`src/rtl/ysyx_23060203_pkg.sv`:
```
// Shared widths, arbiter source encoding and the register-tracking predicate
// used by the write-back unit and its scoreboard.
package ysyx_23060203_pkg;

  localparam int REG_AW = 5;
  localparam int XLEN   = 32;

  typedef enum logic {
    SRC_EXU = 1'b0,
    SRC_LSU = 1'b1
  } src_e;

  // True for registers the scoreboard tracks: x1..x(nr_reg-1).
  function automatic logic rd_tracked(input logic [REG_AW-1:0] rd, input int nr_reg);
    return (rd != '0) && (int'(rd) < nr_reg);
  endfunction

  function automatic logic rd_out_of_range(input logic [REG_AW-1:0] rd, input int nr_reg);
    return !(int'(rd) < nr_reg);
  endfunction

endpackage

```
`src/rtl/ysyx_23060203_scoreboard.sv`:
```
// Busy-bit scoreboard: one set port (issue), one clear port (write-back),
// two RAW read ports and one WAW read port.
module ysyx_23060203_scoreboard
  import ysyx_23060203_pkg::*;
#(
  parameter int NR_REG = 16
) (
  input  logic              clk,
  input  logic              rstn,
  input  logic              set_en,
  input  logic [REG_AW-1:0] set_rd,
  input  logic              clr_en,
  input  logic [REG_AW-1:0] clr_rd,
  input  logic [REG_AW-1:0] rs1,
  input  logic [REG_AW-1:0] rs2,
  input  logic [REG_AW-1:0] waw_rd,
  output logic              rs1_busy,
  output logic              rs2_busy,
  output logic              waw_busy
);

  localparam int NSLOT = 1 << REG_AW;

  // Sized to the full index space so any 5-bit rd reads safely; bit 0 and
  // bits >= NR_REG are never written and stay 0.
  logic [NSLOT-1:0] busy;

  always_ff @(posedge clk) begin
    if (!rstn) begin
      busy <= '0;
    end else begin
      if (clr_en && rd_tracked(clr_rd, NR_REG)) busy[clr_rd] <= 1'b0;
      // Set is applied last so it wins over a same-edge clear.
      if (set_en && rd_tracked(set_rd, NR_REG)) busy[set_rd] <= 1'b1;
    end
  end

  always_comb begin
    rs1_busy = busy[rs1];
    rs2_busy = busy[rs2];
    waw_busy = busy[waw_rd];
  end

endmodule

```
`src/rtl/ysyx_23060203_wbu.sv`:
```
// Write-back unit: tracks pending destinations, arbitrates EXU/LSU results
// round-robin and drives a registered register-file write port.
module ysyx_23060203_wbu
  import ysyx_23060203_pkg::*;
#(
  parameter int NR_REG = 16,
  parameter int XLEN   = 32
) (
  input  logic              clk,
  input  logic              rstn,
  input  logic              iss_valid,
  input  logic [REG_AW-1:0] iss_rd,
  output logic              iss_ready,
  input  logic [REG_AW-1:0] raddr1,
  input  logic [REG_AW-1:0] raddr2,
  output logic              raw_hazard,
  input  logic              exu_valid,
  input  logic [REG_AW-1:0] exu_rd,
  input  logic [XLEN-1:0]   exu_data,
  output logic              exu_ready,
  input  logic              lsu_valid,
  input  logic [REG_AW-1:0] lsu_rd,
  input  logic [XLEN-1:0]   lsu_data,
  output logic              lsu_ready,
  output logic              rf_wen,
  output logic [REG_AW-1:0] rf_waddr,
  output logic [XLEN-1:0]   rf_wdata,
  output logic [31:0]       retire_cnt,
  output logic              rd_err
);

  logic rs1_busy, rs2_busy, waw_busy;

  // Source that won the most recent contended cycle.
  src_e last_win;

  logic              accept;
  src_e              win;
  logic [REG_AW-1:0] sel_rd;
  logic [XLEN-1:0]   sel_data;

  ysyx_23060203_scoreboard #(
    .NR_REG (NR_REG)
  ) u_scoreboard (
    .clk      (clk),
    .rstn     (rstn),
    .set_en   (iss_valid && iss_ready),
    .set_rd   (iss_rd),
    .clr_en   (rf_wen),
    .clr_rd   (rf_waddr),
    .rs1      (raddr1),
    .rs2      (raddr2),
    .waw_rd   (iss_rd),
    .rs1_busy (rs1_busy),
    .rs2_busy (rs2_busy),
    .waw_busy (waw_busy)
  );

  always_comb begin
    iss_ready  = rstn && !waw_busy;
    raw_hazard = rs1_busy | rs2_busy;

    accept = rstn && (exu_valid || lsu_valid);
    if (exu_valid && lsu_valid) win = (last_win == SRC_LSU) ? SRC_EXU : SRC_LSU;
    else if (lsu_valid)         win = SRC_LSU;
    else                        win = SRC_EXU;

    exu_ready = accept && (win == SRC_EXU);
    lsu_ready = accept && (win == SRC_LSU);
    sel_rd    = (win == SRC_LSU) ? lsu_rd   : exu_rd;
    sel_data  = (win == SRC_LSU) ? lsu_data : exu_data;
  end

  always_ff @(posedge clk) begin
    if (!rstn) begin
      last_win   <= SRC_EXU;
      rf_wen     <= 1'b0;
      rf_waddr   <= '0;
      rf_wdata   <= '0;
      retire_cnt <= '0;
      rd_err     <= 1'b0;
    end else begin
      rf_wen <= 1'b0;
      if (exu_valid && lsu_valid) last_win <= win;
      if (accept) begin
        retire_cnt <= retire_cnt + 32'd1;
        if (rd_out_of_range(sel_rd, NR_REG)) begin
          rd_err <= 1'b1;
        end else if (sel_rd != '0) begin
          rf_wen   <= 1'b1;
          rf_waddr <= sel_rd;
          rf_wdata <= sel_data;
        end
      end
    end
  end

endmodule

```
`config.mk`:
```
export PLATFORM = sky130hd
export DESIGN_NAME = ysyx_23060203_wbu
export DESIGN_NICKNAME = d
export VERILOG_FILES = /design/src/rtl/ysyx_23060203_pkg.sv /design/src/rtl/ysyx_23060203_scoreboard.sv /design/src/rtl/ysyx_23060203_wbu.sv
export SDC_FILE = /design/constraint.sdc
export NUM_CORES = 1
export LEC_CHECK = 0
export ABC_AREA = 0
export CAP_MARGIN = 25
export CELL_PAD_IN_SITES_DETAIL_PLACEMENT = 1
export CELL_PAD_IN_SITES_GLOBAL_PLACEMENT = 2
export CORE_MARGIN = 2
export CORE_UTILIZATION = 27
export DETAILED_ROUTE_END_ITERATION = 8
export GPL_TIMING_DRIVEN = 0
export HOLD_SLACK_MARGIN = 0.08
export PLACE_DENSITY = 0.78
export SETUP_SLACK_MARGIN = 0.2
export SLEW_MARGIN = 15
export SYNTH_ARGS = -nofsm -noshare
export SYNTH_HDL_FRONTEND = slang
export SYNTH_SLANG_ARGS = --single-unit
export TNS_END_PERCENT = 10
```
`constraint.sdc`:
```
create_clock -name clk -period 3.9 [get_ports clk]
set_clock_uncertainty 0.15 [all_clocks]
set_input_delay 0.78 -clock clk [delete_from_list [all_inputs] [get_ports clk]]
set_output_delay 0.78 -clock clk [all_outputs]
set_load 0.05 [all_outputs]
```
* Word-level counts from Yosys, hierarchy flattened
Cells that the tools add are included.
** Cells by class
- $add $sub $neg :: 1
- $mul :: 0
- Divide/modulo/power cells :: 0
- $lt $le $gt $ge :: 9
- Eq/ne operators :: 0
- Shift operators :: 0
- Mux-type cells :: 19
- Bitwise logic cells :: 6
- Reductions and logical operators :: 20
** Operators by type and width (count)
- 2-to-1 mux 32 bit :: 4
- adder 32 x 1 -> 32 bit (second input constant) :: 1
- AND 32 bit :: 1
- NOT 32 bit :: 1
- bitwise OR 32 bit :: 1
- less-than comparator 5 x 6 -> 1 bit (second input constant) :: 4
- binary-select mux 1 bit (select 5 bit) :: 3
- less-than comparator 5 bit (second input constant) :: 3
- nonzero test 5 bit :: 3
- logical AND 1 bit :: 12
- demux 1 bit (select 5 bit) :: 2
- >= comparator 5 x 1 -> 1 bit (second input constant) :: 2
- 2-to-1 mux 1 bit :: 9
- AND reduction 3 bit :: 2
- 2-to-1 mux 5 bit :: 1
- NOT 1 bit :: 2
- AND reduction 2 bit :: 1
- zero test 1 bit :: 1
- logical OR 1 bit :: 1
- bitwise OR 1 bit :: 1
** Word-level totals
- Flip-flop bits (word level) :: 104
- Latch bits :: 0
- Memory bits (writable) :: 0
- ROM bits :: 0
- Word-level logic and storage cells :: 62
- Memories :: 0

* Longest topological paths before layout
- Word-level depth :: 10
- Depth in mapped cells :: 7

* Hierarchy
From an unflattened synthesis, not the netlist that was laid out.
** Second synthesis, totals
- Cell total of the unflattened synthesis :: 602
- Area, all modules :: 5505.3 µm²
** By module, submodules not included
- ysyx_23060203_wbu :: times used 1, cells each 363, area an instance 3402.0 µm², sequential area each 1441.4 µm²
- ysyx_23060203_scoreboard :: times used 1, cells each 239, area an instance 2103.3 µm², sequential area each 640.6 µm²

* Least setup slack after synthesis
No wires, ideal clock.
- Kind :: in2out
- From :: in raddr2[0]
- To :: out raw_hazard
- Arrival time :: 2.686 ns
- Data required time :: 2.970 ns
- Path slack :: 0.284 ns
- Stages on the path :: 6
- Buffers on the path :: 1
- Cells stage by stage :: clkbuf_1 mux4_2 a22o_1 a2111oi_0 a31oi_1 a21o_1
** On the way
- Longest elaborated chain between the ends :: 3
** RTL lines
- start: declaration :: RTL line ysyx_23060203_wbu.sv:15 : input logic [REG_AW-1:0] raddr2,
- binary-select mux 1 bit (select 5 bit) :: RTL line ysyx_23060203_scoreboard.sv:40 : rs2_busy = busy[rs2];
- 2-to-1 mux 1 bit (not written as such) :: RTL line ysyx_23060203_scoreboard.sv:40
- bitwise OR 1 bit :: RTL line ysyx_23060203_wbu.sv:61 : raw_hazard = rs1_busy | rs2_busy;
- end: declaration :: RTL line ysyx_23060203_wbu.sv:16 : output logic raw_hazard,
No other way between the ends. The select of a mux whose other input is x is not followed.

* Worst setup path after layout
- From :: in raddr2[2]
- To :: out raw_hazard
Same word-level chain as after synthesis.

==> results.toml <==
[clocking]
ctsRootBufferMaster = "clkbuf_16"
cts_buffers = 9
h-tree-depth = 3
insertion_delay_ps = 350
path_clk_slew_ps = 70
cts_tree = "yes"
cts_buffer_depth = 2
clkSinkCount = 104
post-cts-setup-buffers = 0

[floorplanning]
die-area_um2 = 20100
die_w_um = 142
dieHeight_um = 142
coreArea_um2 = 18700
rows = 50
boundaryPins = 169
initial_core_util_pct = 27.5

[drt]
dr_total_vias = 4798
wl_um = 17700
wl_per_cell_um = 18.6
vias_per_cell = 5.03
ant_nets = 0
drc = 0
drtIter0Drc = 181
drtPass1Iterations = 4

[placement]
hpwlAfterDp_um = 14000
placed_cell_area_um2 = 7040
gp_congestion = 0.830
io_buffers = 161

[logic_synthesis]
syn_nets = 637
synth_area_leaders = "dfxtp_1, mux4_2, mux2i_1"
synth_top_area_share_pct = 40.5
syn_inst = 542
synthesis.area_per_instance_um2 = 9.48
ys_ff_latch = 104
yosysWarnings = 0
synth-edff-count = 0
yosys.cell_types.count = 52
seq_area_frac_synth_pct = 40.5
ys_async_sr_fraction_pct = 0
synth_top_flop_cell = "dfxtp_1"
syn-cell-area_um2 = 5140
synth_largest_area_cell = "dfxtp_1"

[power]
ir_drop_uv = 196
power_mw = 2.56
powerDensity_nw_per_um2 = 348
leakagePower_nw = 2.56

[final_layout]
antennaDiodeCount = 0
nNetsFinal = 809
fin_util_pct = 39.4
drive_gt1_share_pct = 8.34
area_growth_pct = 43.3
fin_area_um2 = 7360
fillers = 2143

[setup_path]
cp_max_fo = 8
r2r.worst_path.cells = 7
cp-start-kind = "input port"
critPathArrivalTime_ps = 2820
critical_path_class = "input port to output port"
critPathRequiredTime_ps = 2970
endpoint_kind = "output port"

[global_route]
grt_pass1_wl_um = 27500
grt_usage_pct = 17.4
grt_pass1_vias = 4987
grt-ovfl-total = 0
grt_max_degree = 19
antenna_found_initial = 0

[timing]
rsz0062_at_grt = "true"
maxSlewViolCount = 0
fmax_ghz = 0.267
fin_crit_sh_pct = 96.2
setup_viol = 0
worstMarginPinSlew_ps = 713
final.min_clock_period_ps = 3750
final_hold_viol_count = 0
maxSlewHeadroom_pct = 52.4

[min_path]
whs_path_depth = 2
min_path_type = "flip-flop to flip-flop"

[flow_run]
max_cap_violations = 0

[run_status]
run_status = "finished clean"
## report_power, final
part	total (mW)	internal [mW]	switching [mW]
registers	1.12	1.10	0.0255
logic	0.498	0.209	0.289
clock network	0.940	0.506	0.435
## per-stage QoR
stage                     worst slack, ps  instances  setup TNS, ps  hold slack, ps
final                                 148        953              0             297
after global routing                 70.9        953              0             313
after CTS                             128        953              0             301
after detailed placement             -827        937          -2380             290
after global placement               -847        937          -2370             289
after floorplan                       284        542              0             309
## final timing paths
path	start	to	slack, ps
worst min-delay path	rf_waddr[4]	rf_waddr[4]	300
worst max-delay path	raddr2[2]	raw_hazard	150
worst max register to register	retire_cnt[0]	retire_cnt[28]	1310
worst min register to register	rf_waddr[4]	rf_waddr[4]	300
## repair_timing
action,in CTS,in global routing
resized for setup,22,5
endpoints found under the setup margin,4,4
hold buffers,0,0
## metal layers
| layer | part of all wire [%] | GRT usage [%] |
|---|---|---|
| met5 | 0 | 0 |
| met4 | 1.3 | 4.16 |
| met3 | 7.9 | 6.49 |
| met2 | 49 | 30.8 |
| met1 | 42 | 20.0 |
## cell type report
cell class	count	area [µm²]	share of cell area, %
Clock buffer	9	225	3.06
Tap cell	234	293	3.98
Inverter	12	45.0	0.612
Sequential cell	104	2080	28.3
Buffer	36	164	2.23
Multi-Input combinational cell	390	2870	39.0
Clock inverter	7	77.6	1.05
Timing Repair Buffer	161	1610	21.8
## state kept, by name (all words and copies together), names as in the netlist
name and flops:
last_win 1, u_scoreboard.busy 32, rf_wdata 32, rf_waddr 5, retire_cnt 32, rf_wen 1
rd_err 1
## placed cells by master (no fill, tap or decap), types with 4 or more instances in the layout
master,n
clkdlybuf4s50_1,155
nor2b_1,5
or3_1,5
mux4_2,23
nand2_1,30
a31oi_1,5
mux2i_1,40
clkbuf_16,9
xor2_1,7
xnor2_1,19
clkbuf_1,25
nor3b_1,4
o21ai_0,13
a211oi_1,35
buf_2,4
nand4_1,6
dfxtp_1,104
nor4_1,5
nor2_1,78
nand3_1,16
a32o_1,8
a21oi_1,7
o211ai_1,4
inv_1,11
and3_1,8
nor3_1,12
and2_1,21
## critical path, cell delays in order
cell           delay [ps]
clkbuf_1              360
mux4_2                390
a22o_1                250
a2111oi_0             370
a31oi_1                80
a21o_1                160
dlygate4sd2_1         410
## cells in the mapped netlist, drive strengths merged, types with 12 or more instances
library cell / instances
dfxtp: 104
nor2: 78
mux2i: 40
a211oi: 35
nand2: 30
clkbuf: 28
mux4: 23
and2: 21
xnor2: 19
nand3: 16
o21ai: 15
inv: 12
nor3: 12
## kinds of logic (layout without fill, tap and decap cells)
family	after synthesis	count (layout)	synth area share (%)
buf+inv	48	225	3.63
compound gates	87	87	12.2
mux	65	65	18.3
xor+xnor	26	26	4.43
flops	104	104	40.5
simple gates	211	211	20.6
fa+ha+maj	1	1	0.244
(Power assumes the default switching activity.)
